`config.mk`:
```
export PLATFORM = sky130hd
export DESIGN_NAME = led_pwm_sequencer
export DESIGN_NICKNAME = d
export VERILOG_FILES = /design/src/rtl/led_pwm_pkg.sv /design/src/rtl/led_cmd_fifo.sv /design/src/rtl/led_pwm_sequencer.sv
export SDC_FILE = /design/constraint.sdc
export NUM_CORES = 1
export LEC_CHECK = 0
export BUFFER_PORTS_ARGS = -buffer_cell sky130_fd_sc_hd__buf_4
export CAP_MARGIN = 20
export CORE_MARGIN = 1
export CORE_UTILIZATION = 55
export CTS_CLUSTER_SIZE = 40
export DETAILED_ROUTE_END_ITERATION = 10
export PLACE_DENSITY = 0.74
export SLEW_MARGIN = 30
export SYNTH_ARGS = -nofsm -noshare
export SYNTH_HDL_FRONTEND = slang
export SYNTH_SLANG_ARGS = --single-unit
export TNS_END_PERCENT = 20
```
`constraint.sdc`:
```
create_clock -name clk -period 4.3 [get_ports clk]
set_clock_uncertainty 0.1 [all_clocks]
set_input_delay 0.86 -clock clk [delete_from_list [all_inputs] [get_ports clk]]
set_output_delay 0.86 -clock clk [all_outputs]
set_load 0.02 [all_outputs]
```
`src/rtl/led_pwm_pkg.sv`:
```
// Shared types and constants for the LED PWM brightness sequencer.
// Levels, queued commands and sequencer states.
package led_pwm_pkg;

    localparam int LEVEL_W   = 4;
    localparam int MAX_LEVEL = 9;

    typedef logic [LEVEL_W-1:0] level_t;

    typedef struct packed {
        level_t level;
        logic   fade;
    } led_cmd_t;

    typedef enum logic [1:0] {
        IDLE,
        LOAD,
        FADE
    } seq_state_t;

endpackage

```
`src/rtl/led_cmd_fifo.sv`:
```
// Small synchronous command FIFO with flush.
// Head is combinational from the read pointer.
module led_cmd_fifo
    import led_pwm_pkg::*;
#(
    parameter int DEPTH = 4
) (
    input  logic     clk,
    input  logic     rst_n,
    input  logic     push,
    input  logic     pop,
    input  logic     flush,
    input  led_cmd_t din,
    output led_cmd_t head,
    output logic     full,
    output logic     empty
);

    localparam int AW = $clog2(DEPTH);

    led_cmd_t       mem [DEPTH];
    logic [AW-1:0]  wr_ptr;
    logic [AW-1:0]  rd_ptr;
    logic [AW:0]    count;
    logic           wr_en;
    logic           rd_en;

    assign full  = (count == (AW+1)'(DEPTH));
    assign empty = (count == '0);
    assign wr_en = push && !full && !flush;
    assign rd_en = pop && !empty && !flush;
    assign head  = mem[rd_ptr];

    // Storage array; contents are don't-care until written.
    always_ff @(posedge clk) begin
        if (wr_en) mem[wr_ptr] <= din;
    end

    // Pointers and occupancy; flush wins over push/pop.
    always_ff @(posedge clk or negedge rst_n) begin
        if (!rst_n) begin
            wr_ptr <= '0;
            rd_ptr <= '0;
            count  <= '0;
        end else if (flush) begin
            wr_ptr <= '0;
            rd_ptr <= '0;
            count  <= '0;
        end else begin
            if (wr_en) wr_ptr <= wr_ptr + 1'b1;
            if (rd_en) rd_ptr <= rd_ptr + 1'b1;
            unique case ({wr_en, rd_en})
                2'b10:   count <= count + 1'b1;
                2'b01:   count <= count - 1'b1;
                default: count <= count;
            endcase
        end
    end

endmodule

```
`src/rtl/led_pwm_sequencer.sv`:
```
// Command-driven brightness sequencer for the 10-level LED PWM.
// Applies queued levels immediately or as a tick-paced fade.
module led_pwm_sequencer
    import led_pwm_pkg::*;
#(
    parameter int FIFO_DEPTH   = 4,
    parameter int STEP_PERIODS = 8,
    parameter int MAX_LEVEL    = 9
) (
    input  logic         clk,
    input  logic         rst_n,
    input  logic         cmd_valid,
    output logic         cmd_ready,
    input  logic [3:0]   cmd_level,
    input  logic         cmd_fade,
    input  logic         abort,
    input  logic         period_tick,
    output logic [3:0]   duty_level,
    output logic         busy,
    output logic         clamp_err
);

    localparam int SW = (STEP_PERIODS > 1) ? $clog2(STEP_PERIODS) : 1;
    localparam level_t MAXL = level_t'(MAX_LEVEL);

    seq_state_t     state_q, state_n;
    level_t         duty_q, duty_n;
    level_t         target_q, target_n;
    logic           fade_q, fade_n;
    logic [SW-1:0]  step_q, step_n;
    logic           clamp_q;

    led_cmd_t       cmd_in;
    led_cmd_t       head;
    logic           full, empty;
    logic           push, pop;
    logic           over;
    level_t         duty_step;

    assign over      = (cmd_level > MAXL);
    assign cmd_in    = '{level: (over ? MAXL : cmd_level), fade: cmd_fade};
    assign cmd_ready = !full;
    assign push      = cmd_valid && cmd_ready && !abort;
    assign pop       = (state_q == IDLE) && !empty && !abort;
    assign duty_step = (duty_q < target_q) ? duty_q + 1'b1 : duty_q - 1'b1;

    assign duty_level = duty_q;
    assign busy       = (state_q != IDLE) || !empty;
    assign clamp_err  = clamp_q;

    led_cmd_fifo #(
        .DEPTH (FIFO_DEPTH)
    ) u_fifo (
        .clk   (clk),
        .rst_n (rst_n),
        .push  (push),
        .pop   (pop),
        .flush (abort),
        .din   (cmd_in),
        .head  (head),
        .full  (full),
        .empty (empty)
    );

    // Next-state: pop, apply or fade; abort freezes duty and idles.
    always_comb begin
        state_n  = state_q;
        duty_n   = duty_q;
        target_n = target_q;
        fade_n   = fade_q;
        step_n   = step_q;
        if (abort) begin
            state_n = IDLE;
            step_n  = '0;
        end else begin
            unique case (state_q)
                IDLE: begin
                    if (!empty) begin
                        target_n = head.level;
                        fade_n   = head.fade;
                        state_n  = LOAD;
                    end
                end
                LOAD: begin
                    if (target_q == duty_q) begin
                        state_n = IDLE;
                    end else if (!fade_q) begin
                        duty_n  = target_q;
                        state_n = IDLE;
                    end else begin
                        step_n  = '0;
                        state_n = FADE;
                    end
                end
                FADE: begin
                    if (period_tick) begin
                        if (step_q == SW'(STEP_PERIODS-1)) begin
                            step_n = '0;
                            duty_n = duty_step;
                            if (duty_step == target_q) state_n = IDLE;
                        end else begin
                            step_n = step_q + 1'b1;
                        end
                    end
                end
                default: state_n = IDLE;
            endcase
        end
    end

    // Sequencer registers and the one-cycle clamp flag.
    always_ff @(posedge clk or negedge rst_n) begin
        if (!rst_n) begin
            state_q  <= IDLE;
            duty_q   <= '0;
            target_q <= '0;
            fade_q   <= 1'b0;
            step_q   <= '0;
            clamp_q  <= 1'b0;
        end else begin
            state_q  <= state_n;
            duty_q   <= duty_n;
            target_q <= target_n;
            fade_q   <= fade_n;
            step_q   <= step_n;
            clamp_q  <= push && over;
        end
    end

endmodule

```
==> results of run 1 <==
[report_power, final]
part	internal (W)	switching [W]	total, W
logic	0.000392	0.000444	0.000837
clock network	0.000112	0.000123	0.000235
registers	0.000505	0.0000948	0.000600
[metal layers]
metal / up-vias / part of all wire / routed length (µm) / track usage
li1: 657 / - / - / -
met1: 666 / 0.42 / 1610 / 0.236
met2: 32 / 0.52 / 1980 / 0.388
met3: 7 / 0.037 / 139 / 0.0581
met4: 0 / 0.018 / 70 / 0.0722
met5: - / 0 / 0 / 0
[stage by stage]
stage | hold WS, ns | area, µm²
after floorplan | 0.405 | 2140
after global placement | 0.426 | 2280
after detailed placement | 0.440 | 2280
after CTS | 0.362 | 2360
after global routing | 0.368 | 2360
final | 0.355 | 2360
[state kept, by name, summed over array words and instances (netlist names)]
name           count
step_q             3
u_fifo.wr_ptr      2
fade_q             1
u_fifo.mem        20
u_fifo.rd_ptr      2
duty_level         4
clamp_err          1
target_q           4
u_fifo.count       3
state_q            2
[path summary, 6_finish.rpt]
check / startpoint / endpoint / depth (start not counted)
hold reg to reg: step_q[1]$_DFFE_PN0P_ / step_q[1]$_DFFE_PN0P_ / 2
hold / removal: rst_n / duty_level[2]$_DFFE_PN0P_ / 1
setup reg to reg: duty_level[1]$_DFFE_PN0P_ / state_q[1]$_DFFE_PN0P_ / 11
setup / recovery: duty_level[1]$_DFFE_PN0P_ / state_q[1]$_DFFE_PN0P_ / 11
min in group clk: step_q[1]$_DFFE_PN0P_ / step_q[1]$_DFFE_PN0P_ / 2
max in group asynchronous: rst_n / u_fifo.count[1]$_DFFE_PN0P_ / 1
[cell type report]
cell class                      instances  area (µm²)
Timing Repair Buffer                   16         120
Clock inverter                          2        8.76
Sequential cell                        42        1150
Fill cell                             299        1320
Tap cell                               48        60.1
Multi-Input combinational cell        116         918
Inverter                                9        33.8
Clock buffer                            6        72.6
[cells in the mapped netlist, types with 2 or more instances]
cell	n	share of area
ha_1	12	0.070
nand3b_1	2	0.0070
nand2b_1	2	0.0058
or3b_1	2	0.0082
mux4_2	5	0.053
nand3_1	8	0.019
mux2_2	2	0.011
nor2_1	10	0.018
nor2b_1	3	0.0088
o21ai_0	6	0.014
inv_1	9	0.016
buf_6	2	0.011
edfxtp_1	20	0.28
nand2_1	9	0.016
dfrtp_1	22	0.26
fa_1	2	0.019
nor3_1	4	0.0093
a21oi_1	12	0.028
a22oi_1	2	0.0070
xnor2_1	7	0.029
clkbuf_1	5	0.0088
xor2_1	2	0.0082
o211ai_1	2	0.0070
a211oi_1	2	0.0070
and2_1	6	0.018
[layout by cell type (no fill, tap or decap), types with 2 or more instances in the layout]
cell      count
o21ai_0       6
a22oi_1       2
a21oi_1      12
ha_1         12
nor2b_1       3
nand3b_1      2
fa_1          2
clkbuf_8      5
nor2_1       10
nand2b_1      2
nand3_1       8
nor3_1        4
dfrtp_1      22
mux4_2        5
and2_1        6
or3b_1        2
a211oi_1      2
mux2_2        2
edfxtp_1     20
xnor2_1       7
o211ai_1      2
nand2_1       9
xor2_1        2
buf_4        16
inv_1         9
[worst register-to-register path, delay by kind of cell, from the launching register on]
family / cells / cell delay (ns)
XOR/XNOR: 1 / 0.23
buffers and inverters: 1 / 0.09
AO/OA/AOI/OAI: 2 / 0.47
adder cells (fa/ha/maj): 2 / 0.69
AND/OR/NAND/NOR: 5 / 0.85
flip-flops: 1 / 0.43
[cells by family (layout without fill, tap and decap cells)]
family | after synthesis | in the layout | share of synthesized area
simple gates | 56 | 56 | 0.145
flops | 42 | 42 | 0.537
compound gates | 28 | 28 | 0.0776
buf+inv | 16 | 33 | 0.0350
fa+ha+maj | 14 | 14 | 0.0887
xor+xnor | 10 | 10 | 0.0473
mux | 8 | 8 | 0.0700
==> results.json, run 1 <==
{
  "finalWorstSetupSlack_ns": 1.33,
  "die_y_um": 64.4,
  "period_share": 0.690,
  "path_max_fanout": 4,
  "path_cells": "ha_1 -> nor2b_1 -> o211ai_1 -> and2_1 -> inv_1 -> ha_1 -> nand3_1 -> and3_1 -> nor2_1 -> xnor3_1 -> o31a_1",
  "drt-wirelength-per-cell_um": 15.9,
  "max_cap_violations": 0,
  "drive_gt1_frac": 0.178,
  "rsz0062_at_grt": "no",
  "ir_worst_vdd_v": 0.000274,
  "pin_count": 17,
  "cp.arrival_ns": 3.04,
  "path_delay_family": "simple AND/OR/NAND/NOR gates",
  "numCtsBuffers": 5,
  "grt_pass1_vias": 1440,
  "rows": 22,
  "worst_setup_path_end_kind": "flip-flop",
  "finalPower_w": 0.00167,
  "clk_path_buf_depth": 2,
  "syn2layout_area_growth_pct": 10.3,
  "ys_types": 41,
  "tritoncts": "built",
  "postCtsSetupBuffers": 0,
  "dieWidth_um": 64.4,
  "max-slew-margin-rel": 0.516,
  "worstSetupPathType": "reg -> reg",
  "crit_buf_inv": 1,
  "num_vias": 1362,
  "crit_required_ns": 4.37,
  "io_buffers": 16,
  "ctsResizeCount": 0,
  "viasPerCell": 5.70,
  "crit_top_cell": "ha_1",
  "final.min_clock_period_ns": 2.97,
  "htree_levels": 2,
  "cts_root_buffer": "clkbuf_8",
  "grt-ovfl-total": 0,
  "place_inst": 231,
  "diodes": 0,
  "syn_avg_cell_area_um2": 12.3,
  "worst_pin_slew_ns": 0.720,
  "ys_seq_area_frac": 0.537,
  "cpMaxStageDelayCell": "dfrtp_1",
  "grt_pass1_wl_um": 6530,
  "synth_edf_count": 20,
  "drt-total-wl_um": 3800,
  "dpl_worst_slack_ns": 1.32,
  "synthCells": 174,
  "slew_violations": 0,
  "ff2ff_setup_slack_ns": 1.33,
  "grt_max_degree": 23,
  "core_area_um2": 3690,
  "tns_ns": 0,
  "grt_use_total": 0.212,
  "hpwlAfterDp_um": 2890,
  "start_util": 0.581,
  "synth-seq-cells": 42,
  "nets": 214,
  "drtIter0Drc": 42,
  "instances_no_fill": 239,
  "cts_hold_buf": 0,
  "power.density_nw_per_um2": 707,
  "synth-warning-count": 0,
  "setup_viol": 0,
  "gp_congestion": 0.921,
  "drc_errors": 0,
  "hold_viol_final": 0,
  "syn_nets": 198,
  "path_clk_slew_ns": 0.07,
  "antenna_found_initial": 0,
  "cts.sinks": 42,
  "post-route-util": 0.641,
  "syn_area_um2": 2140,
  "yosys_most_used_dff": "dfrtp_1",
  "start_kind": "flip-flop",
  "fmax_ghz": 0.337,
  "min_path_type": "in -> async",
  "p_leak_nw": 0.965,
  "status": "completed",
  "die-area_um2": 4150,
  "max_stage_delay_ns": 0.43,
  "insertion_delay_ns": 0.28,
  "ant_nets": 0,
  "dr.pass1.iters": 4,
  "async_flop_share": 0.524
}
Power figures use the tool's default switching activity.
==> run 2, diff against run 1 <==
--- a/config.mk
+++ b/config.mk
@@ -5,10 +5,11 @@
 export SDC_FILE = /design/constraint.sdc
 export NUM_CORES = 1
 export LEC_CHECK = 0
+export ABC_AREA = 1
 export BUFFER_PORTS_ARGS = -buffer_cell sky130_fd_sc_hd__buf_4
 export CAP_MARGIN = 20
 export CORE_MARGIN = 1
-export CORE_UTILIZATION = 55
+export CORE_UTILIZATION = 53
 export CTS_CLUSTER_SIZE = 40
 export DETAILED_ROUTE_END_ITERATION = 10
 export PLACE_DENSITY = 0.74
==> constraint.sdc (replaced) <==
create_clock -name clk -period 2.4 [get_ports clk]
set_clock_uncertainty 0.1 [all_clocks]
set_input_delay 0.48 -clock clk [delete_from_list [all_inputs] [get_ports clk]]
set_output_delay 0.48 -clock clk [all_outputs]
set_load 0.02 [all_outputs]
==> results.json, run 2 <==
{
  "diodes": 0,
  "yosys.cell_count.top_type": "nand2_1",
  "synthCells": 236,
  "p_int_w": 0.00217,
  "status": "completed",
  "nets": 293,
  "largest_reg_flops": 20,
  "dpl_worst_slack_ns": -0.0355,
  "htree_levels": 2,
  "drc_errors": 0,
  "synth_top_area_share": 0.270,
  "ff2ff_setup_slack_ns": 0.08,
  "num_vias": 1670,
  "hpwlAfterDp_um": 2910,
  "layout_commonest_cell": "buf_4",
  "crit_required_ns": 2.49,
  "drt-wirelength-per-cell_um": 13.5,
  "grt-ovfl-total": 0,
  "period_share": 0.968,
  "path_max_fanout": 4,
  "p_seq_frac": 0.278,
  "layout_common_cells": "buf_4 (30), inv_1 (26), nand2_1 (26)",
  "cts.sinks": 42,
  "io_buffers": 16,
  "max_cap_violations": 0,
  "whs_endpoint": "u_fifo.mem[3][0]$_DFFE_PP_",
  "tritoncts": "built",
  "grt_pass1_wl_um": 6730,
  "start_kind": "flip-flop",
  "timing.rr.start": "duty_level[3]$_DFFE_PN0P_",
  "finalPower_w": 0.00374,
  "worstSetupPathType": "reg -> reg",
  "syn_avg_cell_area_um2": 9.43,
  "gp_congestion": 0.823,
  "grt_pass1_vias": 1556,
  "clk_path_buf_depth": 2,
  "cts_root_buffer": "clkbuf_8",
  "dr.pass1.iters": 4,
  "power_frac_comb": 0.577,
  "path_clk_slew_ns": 0.08,
  "largest_register": "u_fifo.mem",
  "synth-warning-count": 0,
  "synth_edf_count": 20,
  "setup_viol": 0,
  "slew_violations": 0,
  "min_path_type": "in -> reg",
  "final.min_clock_period_ns": 2.32,
  "start_util": 0.552,
  "clockPowerShare": 0.146,
  "multiInputGateArea_um2": 1040,
  "ys_types": 33,
  "fmax_ghz": 0.431,
  "pin_count": 17,
  "ant_nets": 0,
  "grt_max_degree": 23,
  "hold_path_depth": 1,
  "switching_power_w": 0.00158,
  "max-slew-margin-rel": 0.648,
  "ys_top_cells_by_area": "edfxtp_1 (27%), dfrtp_1 (25%), ha_1 (6.7%), o21ai_0 (5.4%), nand2_1 (5.4%)",
  "drive_gt1_frac": 0.289,
  "worst_setup_path_end_kind": "flip-flop",
  "place_inst": 307,
  "ir_worst_vdd_v": 0.000585,
  "syn_nets": 260,
  "post-route-util": 0.677,
  "drtIter0Drc": 75,
  "core_area_um2": 4030,
  "die-area_um2": 4460,
  "worstRegToRegCells": 13,
  "yosysTopAreaCell": "edfxtp_1",
  "p_leak_nw": 1.22,
  "die_y_um": 66.8,
  "finalWorstSetupSlack_ns": 0.0774,
  "syn_area_um2": 2220,
  "synthTopCellsByCount": "nand2_1 (32), inv_1 (30), o21ai_0 (24)",
  "yosys_most_used_dff": "dfrtp_1",
  "drt-total-wl_um": 4320,
  "seq_area_um2": 1150,
  "rows": 23,
  "n_fill_cell": 308,
  "insertion_delay_ns": 0.30,
  "instances_no_fill": 320,
  "hp-start": "cmd_fade",
  "rsz0062_at_grt": "yes",
  "synth-seq-cells": 42,
  "grt_use_total": 0.211,
  "power.density_nw_per_um2": 1370,
  "viasPerCell": 5.22,
  "numCtsBuffers": 5,
  "cp.arrival_ns": 2.42,
  "ys_seq_area_frac": 0.517,
  "antenna_found_initial": 0,
  "hold_viol_final": 0,
  "worst_pin_slew_ns": 0.526,
  "rr_endpoint": "state_q[1]$_DFFE_PN0P_",
  "async_flop_share": 0.524,
  "dieWidth_um": 66.8,
  "p_sw_frac": 0.421,
  "syn2layout_area_growth_pct": 22.7
}
==> run 2: logic make-up (layout without fill, tap and decap cells) <==
family | after synthesis | after routing | synth area share
AND/OR/NAND/NOR | 90 | 90 | 0.194
AO/OA/AOI/OAI | 48 | 48 | 0.119
flip-flops | 42 | 42 | 0.517
buffers and inverters | 38 | 72 | 0.0681
adder cells (fa/ha/maj) | 14 | 14 | 0.0855
XOR/XNOR | 4 | 4 | 0.0158
==> run 2: power by group through the flow <==
stage	Sequential (W)	Clock, W	Combinational, W
after CTS	0.00103	0.000561	0.00168
after floorplan	0.00107	0	0.00112
final	0.00104	0.000545	0.00216
after detailed placement	0.00104	0	0.00160
after global placement	0.00104	0	0.00158
after global routing	0.00106	0.000590	0.00238
==> run 2: cell type report <==
type                            count  share of cell area
Clock buffer                        5              0.0252
Clock inverter                      3              0.0147
Inverter                           33              0.0463
Multi-Input combinational cell    156               0.383
Sequential cell                    42               0.422
Tap cell                           50              0.0229
Timing Repair Buffer               31              0.0862
==> run 2: worst max-delay path by stage <==
stage / start / endpoint / slack [ns] / cells after the start
floorplan: duty_level[1]$_DFFE_PN0P_ / state_q[1]$_DFFE_PN0P_ / 0.09 / 13
global placement: duty_level[3]$_DFFE_PN0P_ / state_q[1]$_DFFE_PN0P_ / -0.04 / 13
detailed placement: duty_level[3]$_DFFE_PN0P_ / state_q[1]$_DFFE_PN0P_ / -0.04 / 13
CTS: duty_level[3]$_DFFE_PN0P_ / state_q[1]$_DFFE_PN0P_ / 0.009 / 13
global route: target_q[2]$_DFFE_PN0P_ / state_q[1]$_DFFE_PN0P_ / -0.07 / 14
finish: duty_level[3]$_DFFE_PN0P_ / state_q[1]$_DFFE_PN0P_ / 0.08 / 13
==> run 2: layer usage <==
metal,GRT usage,up-vias,share of wire
li1,-,857,-
met1,0.255,787,0.46
met2,0.351,21,0.49
met3,0.0565,5,0.028
met4,0.0931,0,0.016
met5,0,-,0
==> run 2: timing repair <==
| item | CTS | global route |
|---|---|---|
| gates resized for setup | 3 | 23 |
| buffers inserted | 0 | 4 |
| hold buffers | 1 | 0 |
| pin swaps | 0 | 13 |
| hold endpoints to repair | 22 | 0 |
| setup endpoints to repair | 1 | 2 |
| cloned | 0 | 0 |
==> run 2: metrics by stage <==
step	hold slack (ns)	instance area [µm²]	setup TNS [ns]
6_report	0.275	2730	0
5_1_grt	0.269	2730	-0.0689
4_1_cts	0.263	2600	0
3_5_place_dp	0.291	2460	-0.0355
3_3_place_gp	0.289	2460	-0.0354
2_1_floorplan	0.0844	2220	0
==> run 2: worst max-delay path, cell delays in order, from the launching register on <==
cell	delay, ns
dfrtp_1	0.43
ha_4	0.31
nand2_2	0.05
inv_2	0.09
a21oi_4	0.07
fa_2	0.41
xor2_2	0.17
xor2_1	0.15
nor2_1	0.14
nand3_1	0.08
nand2_1	0.06
nand2_1	0.04
nand2_1	0.05
nand2_1	0.05
